$ cat src/rtl/hwpe_ctrl_job_sched.sv
// Job scheduler for the HWPE control slave: circular queue of register-file
// contexts, ACQUIRE/TRIGGER arbitration between cores, engine start/retire.
module hwpe_ctrl_job_sched #(
  parameter int N_CONTEXT = 2,
  parameter int N_CORES   = 16,
  parameter int N_EVT     = 2,
  parameter int ID_WIDTH  = 8
) (
  input  logic                           clk_i,
  input  logic                           rst_i,
  input  logic                           clear_i,
  input  logic                           acquire_i,
  input  logic [$clog2(N_CORES)-1:0]     acquire_core_i,
  output logic [31:0]                    acquire_rdata_o,
  input  logic                           trigger_i,
  input  logic [$clog2(N_CORES)-1:0]     trigger_core_i,
  input  logic                           done_i,
  output logic                           start_o,
  output logic [$clog2(N_CONTEXT)-1:0]   running_ctx_o,
  output logic [$clog2(N_CONTEXT)-1:0]   pointer_ctx_o,
  output logic [ID_WIDTH-1:0]            running_id_o,
  output logic [$clog2(N_CONTEXT):0]     nb_queued_o,
  output logic                           busy_o,
  output logic                           locked_o,
  output logic                           finished_o,
  output logic [N_CORES*N_EVT-1:0]       evt_o
);

  localparam int CTX_W  = $clog2(N_CONTEXT);
  localparam int CORE_W = $clog2(N_CORES);
  localparam logic [CTX_W:0] MAX_COUNT = (CTX_W+1)'(N_CONTEXT);

  typedef enum logic [1:0] {
    IDLE    = 2'd0,
    START   = 2'd1,
    RUNNING = 2'd2
  } state_e;

  state_e              state_r, state_nxt_s;
  logic                lock_r;
  logic [CORE_W-1:0]   lock_core_r;
  logic [ID_WIDTH-1:0] next_id_r;
  logic [ID_WIDTH-1:0] id_r [N_CONTEXT];
  logic [CTX_W:0]      count_r;
  logic [CTX_W-1:0]    ptr_r;
  logic [CTX_W-1:0]    run_r;
  logic                finished_r;

  logic can_acq_s, acq_fire_s, trig_fire_s, done_fire_s;

  // The ACQUIRE read value is live even without a strobe, so readers see what they would get.
  assign can_acq_s       = !lock_r && (count_r < MAX_COUNT);
  assign acq_fire_s      = acquire_i && can_acq_s;
  assign trig_fire_s     = trigger_i && lock_r && (trigger_core_i == lock_core_r);
  assign done_fire_s     = done_i && (state_r == RUNNING);
  assign acquire_rdata_o = can_acq_s ? {{(32-ID_WIDTH){1'b0}}, next_id_r} : 32'hFFFF_FFFF;

  assign start_o       = (state_r == START);
  assign running_ctx_o = run_r;
  assign pointer_ctx_o = ptr_r;
  assign running_id_o  = id_r[run_r];
  assign nb_queued_o   = count_r;
  assign busy_o        = (count_r != {(CTX_W+1){1'b0}});
  assign locked_o      = lock_r;
  assign finished_o    = finished_r;

  // Completion event fans out on line 0 of every core.
  always_comb begin
    evt_o = {(N_CORES*N_EVT){1'b0}};
    for (int c = 0; c < N_CORES; c++) begin
      evt_o[c*N_EVT] = finished_r;
    end
  end

  // Engine FSM state register.
  always_ff @(posedge clk_i or posedge rst_i) begin
    if (rst_i) begin
      state_r <= IDLE;
    end else begin
      state_r <= state_nxt_s;
    end
  end

  // Engine FSM next-state; soft clear aborts any job in flight.
  always_comb begin
    state_nxt_s = state_r;
    if (clear_i) begin
      state_nxt_s = IDLE;
    end else begin
      case (state_r)
        IDLE:    state_nxt_s = (count_r != {(CTX_W+1){1'b0}}) ? START : IDLE;
        START:   state_nxt_s = RUNNING;
        RUNNING: state_nxt_s = done_i ? IDLE : RUNNING;
        default: state_nxt_s = IDLE;
      endcase
    end
  end

  // Queue bookkeeping: lock ownership, IDs, pointers and occupancy.
  always_ff @(posedge clk_i or posedge rst_i) begin
    if (rst_i) begin
      lock_r      <= 1'b0;
      lock_core_r <= {CORE_W{1'b0}};
      next_id_r   <= {ID_WIDTH{1'b0}};
      count_r     <= {(CTX_W+1){1'b0}};
      ptr_r       <= {CTX_W{1'b0}};
      run_r       <= {CTX_W{1'b0}};
      finished_r  <= 1'b0;
      for (int i = 0; i < N_CONTEXT; i++) id_r[i] <= {ID_WIDTH{1'b0}};
    end else if (clear_i) begin
      lock_r      <= 1'b0;
      lock_core_r <= {CORE_W{1'b0}};
      next_id_r   <= {ID_WIDTH{1'b0}};
      count_r     <= {(CTX_W+1){1'b0}};
      ptr_r       <= {CTX_W{1'b0}};
      run_r       <= {CTX_W{1'b0}};
      finished_r  <= 1'b0;
      for (int i = 0; i < N_CONTEXT; i++) id_r[i] <= {ID_WIDTH{1'b0}};
    end else begin
      finished_r <= done_fire_s;
      if (acq_fire_s) begin
        lock_r      <= 1'b1;
        lock_core_r <= acquire_core_i;
        id_r[ptr_r] <= next_id_r;
        next_id_r   <= next_id_r + {{(ID_WIDTH-1){1'b0}}, 1'b1};
      end else if (trig_fire_s) begin
        lock_r <= 1'b0;
        ptr_r  <= ptr_r + {{(CTX_W-1){1'b0}}, 1'b1};
      end
      if (done_fire_s) begin
        run_r <= run_r + {{(CTX_W-1){1'b0}}, 1'b1};
      end
      count_r <= count_r + {{CTX_W{1'b0}}, trig_fire_s} - {{CTX_W{1'b0}}, done_fire_s};
    end
  end

endmodule

$ cat config.mk
export PLATFORM = sky130hd
export DESIGN_NAME = hwpe_ctrl_job_sched
export DESIGN_NICKNAME = d
export VERILOG_FILES = /design/src/rtl/hwpe_ctrl_job_sched.sv
export SDC_FILE = /design/constraint.sdc
export NUM_CORES = 1
export LEC_CHECK = 0
export BUFFER_PORTS_ARGS = -buffer_cell sky130_fd_sc_hd__buf_2
export CORE_MARGIN = 3
export CORE_UTILIZATION = 45
export DETAILED_ROUTE_END_ITERATION = 16
export PLACE_DENSITY = 0.8
export SLEW_MARGIN = 5
export SYNTH_ARGS = -nofsm -noshare
export SYNTH_HDL_FRONTEND = slang
export SYNTH_SLANG_ARGS = --single-unit
$ cat constraint.sdc
create_clock -name clk_i -period 5.7 [get_ports clk_i]
set_clock_uncertainty 0.15 [all_clocks]
set_input_delay 0 -clock clk_i [delete_from_list [all_inputs] [get_ports clk_i]]
set_output_delay 0 -clock clk_i [all_outputs]
set_load 0.005 [all_outputs]
==> results.yml <==
status:
  status: "complete, no violations"
timing:
  setup_tns_ns: 0
  period_needed_ns: 2.156
  tightest_slew_ns: 0.6483
  fin_crit_sh: 0.3782
  hold_viol: 0
  rsz0062_at_grt: "no"
  finalSetupViolCount: 0
  slew_headroom: 0.5678
  final-max-slew-violation-count: 0
  fmax_mhz: 463.9
grt:
  antenna_found_initial: 0
  grt_pass1_wl_mm: 6.941
  grt_pass1_vias: 1510
  grtUsageMet3: 0.04485
  grt_max_degree: 39
  met1_usage: 0.2008
  track_usage: 0.1611
  grt.busiest_layer: "met2"
  overflow: 0
  use_met2: 0.2790
worst_setup_path:
  r2r_cells: 7
  cp-endpoint: "nb_queued_o[0]"
  path_class: "reg -> reg"
  reg2reg_from: "locked_o"
  worstPathArrival_ns: 2.15
  max_stage_delay_ns: 0.55
  crit_path_start: "locked_o"
  regToRegEndpoint: "nb_queued_o[0]"
  reg2reg_slack_ns: 3.54
  crit_required_ns: 5.69
  worstSetupEndpointType: "flop"
  crit_fanout: 14
  cp_cell_sequence: "nand3_1 > nor4_1 > inv_1 > ha_1 > inv_1 > ha_1 > nor2b_1"
  cp-start-kind: "flop"
  cpMaxStageDelayCell: "dfrtp_1"
pwr:
  power_switching_w: 0.0001450
  leakage_nw: 1.329
  p_comb_frac: 0.161
  p_int_w: 0.0003979
  powerDensity_nw_per_um2: 223.9
  vdd_ir_drop_max_mv: 0.1393
  swShare: 0.2672
  p_seq_frac: 0.494
  p_clk_frac: 0.345
yosys:
  synth_top_cell_by_area: "dfrtp_1"
  synth_seq_area_share: 0.4121
  ys.flop_type: "dfrtp_1"
  synth_warnings: 0
  synth_top_area_frac: 0.4121
  synth-seq-cells: 36
  synth_edf_count: 0
  synthTopCellsByArea: "dfrtp_1 41%, buf_4 19%, nand2_1 8.1%"
  async_flop_share: 1.000
  synth_compound_area_frac: 0.05552
  synthAdderAreaFrac: 0.01717
  synth_xor_area_frac: 0.05209
  syn_avg_cell_area_um2: 8.922
  syn_inst: 245
  synth_top_family_by_area: "buffers and inverters"
  synthSimpleGateAreaFrac: 0.1963
  yosys.cell_types.count: 32
  syn_area_um2: 2186
  synth.mux.area_fraction: 0.04637
floorplan:
  ios: 94
  core_region_area_um2: 4534
  dieWidth_um: 75.70
  die_h_um: 75.70
  dieArea_um2: 5730
  start_util: 0.4821
  row_count: 24
drt:
  drc: 0
  routedWlPerCell_um: 12.01
  first_iter_violations: 102
  dr.pass1.iters: 4
  antenna_left: 0
  wl_mm: 4.240
  viasPerCell: 4.708
  vias: 1662
layout:
  layout-drive-gt1-share: 0.3438
  fin_nets: 304
  syn_to_final_growth_pct: 10.93
  seqCellArea_um2: 900.9
  stdcell_count: 353
  n_antenna_cell: 0
  n_fill_cell: 415
  multi_input_comb_area_um2: 863.3
clock_tree:
  hold_buffers: 7
  cts_tree: "yes"
  post-cts-setup-buffers: 0
  htreeDepth: 2
  clock_path_buffers: 2
  worstSkewPairLatency_ns: 0.28
  cts_resized: 0
  clk_pin_slew_ns: 0.07
  cts_buffers: 5
  clockRootBuffer: "clkbuf_8"
  clock_sinks: 36
placement:
  place_hpwl_mm: 3.118
  gp_congestion: 0.7847
  dpl.cell_count: 338
  port_buffers: 77
job:
  cap_violations: 0
hold_path:
  hold_path_class: "in -> reg"
## power groups by stage
stage | Combinational, W | Clock, W | Sequential [W]
finish | 0.0000873 | 0.000187 | 0.000268
global route | 0.000102 | 0.000205 | 0.000269
CTS | 0.0000888 | 0.000191 | 0.000268
global placement | 0.0000834 | 0 | 0.000273
floorplan | 0.0000809 | 0 | 0.000270
detailed placement | 0.0000849 | 0 | 0.000273
## worst min-delay path by stage
stage	cells past startpoint	to	start	slack, ns
3_5_place_dp	3	id_r[14]	rst_i	-0.02
5_1_grt	5	locked_o	trigger_core_i[0]	0.05
4_1_cts	5	locked_o	trigger_core_i[0]	0.01
2_1_floorplan	2	lock_core_r[1]	acquire_core_i[1]	-0.02
6_report	5	locked_o	trigger_core_i[0]	0.02
3_3_place_gp	3	next_id_r[6]	rst_i	-0.01
## flip-flops by register name, summed over array words and instances (netlist names)
register / flops
next_id_r: 8
running_ctx_o: 1
locked_o: 1
nb_queued_o: 2
id_r: 16
finished_o: 1
pointer_ctx_o: 1
state_r: 2
lock_core_r: 4
## stage by stage
stage | instance area [um^2] | util | hold slack [ns] | power [W] | setup WS, ns
global placement | 2261 | 0.4986 | -0.009935 | 0.0003564 | 3.600
CTS | 2425 | 0.5348 | 0.01436 | 0.0005479 | 3.513
detailed placement | 2261 | 0.4986 | -0.02052 | 0.0003582 | 3.524
finish | 2425 | 0.5348 | 0.01971 | 0.0005429 | 3.544
floorplan | 2242 | - | -0.01929 | 0.0003510 | 3.741
global route | 2425 | 0.5348 | 0.05405 | 0.0005763 | 3.283
## synth_stat cells, types with 2 or more instances
library cell	n
or3_1	9
nand2b_1	2
nor2b_1	3
mux2_2	9
or2_2	2
clkbuf_1	9
inv_1	4
nor3b_1	2
xor2_1	8
ha_1	3
dfrtp_1	36
buf_4	55
a21oi_1	22
nand3_1	2
nand2_1	47
xnor2_1	5
nor2_1	12
## worst max-delay path: cells and delay by family (launching register included)
family	cells	cell delay, ns
AND/OR/NAND/NOR	3	0.64
adder cells (fa/ha/maj)	2	0.54
flip-flops	1	0.55
buffers and inverters	2	0.14
## cells in the final DEF (no fill, tap or decap), types with 4 or more instances in the layout
| cell | count |
|---|---|
| buf_2 | 77 |
| dfrtp_1 | 36 |
| a21oi_1 | 22 |
| mux2_2 | 9 |
| nor2_1 | 12 |
| conb_1 | 16 |
| clkbuf_8 | 6 |
| xnor2_1 | 5 |
| inv_1 | 4 |
| or3_1 | 9 |
| dlygate4sd3_1 | 7 |
| nand2_1 | 47 |
| xor2_1 | 8 |
## final cells by class
cell class	instances	share of cell area
Clock buffer	7	0.03560
Sequential cell	36	0.3715
Tap cell	65	0.03354
Inverter	4	0.006192
Multi-Input combinational cell	154	0.3560
Clock inverter	1	0.003096
Timing Repair Buffer	86	0.1940
## cell families (layout without fill, tap and decap cells)
| logic type | Yosys count | after routing |
|---|---|---|
| flops | 36 | 36 |
| compound gates | 24 | 24 |
| simple gates | 89 | 89 |
| mux | 9 | 9 |
| other cells | 1 | 16 |
| xor+xnor | 13 | 13 |
| buf+inv | 70 | 98 |
| fa+ha+maj | 3 | 3 |
## metal layers
layer | up-vias | share of wire
li1 | 803 | -
met1 | 779 | 0.41
met2 | 75 | 0.50
met3 | 5 | 0.081
met4 | 0 | 0.0090
met5 | - | 0
(Power assumes the default switching activity.)
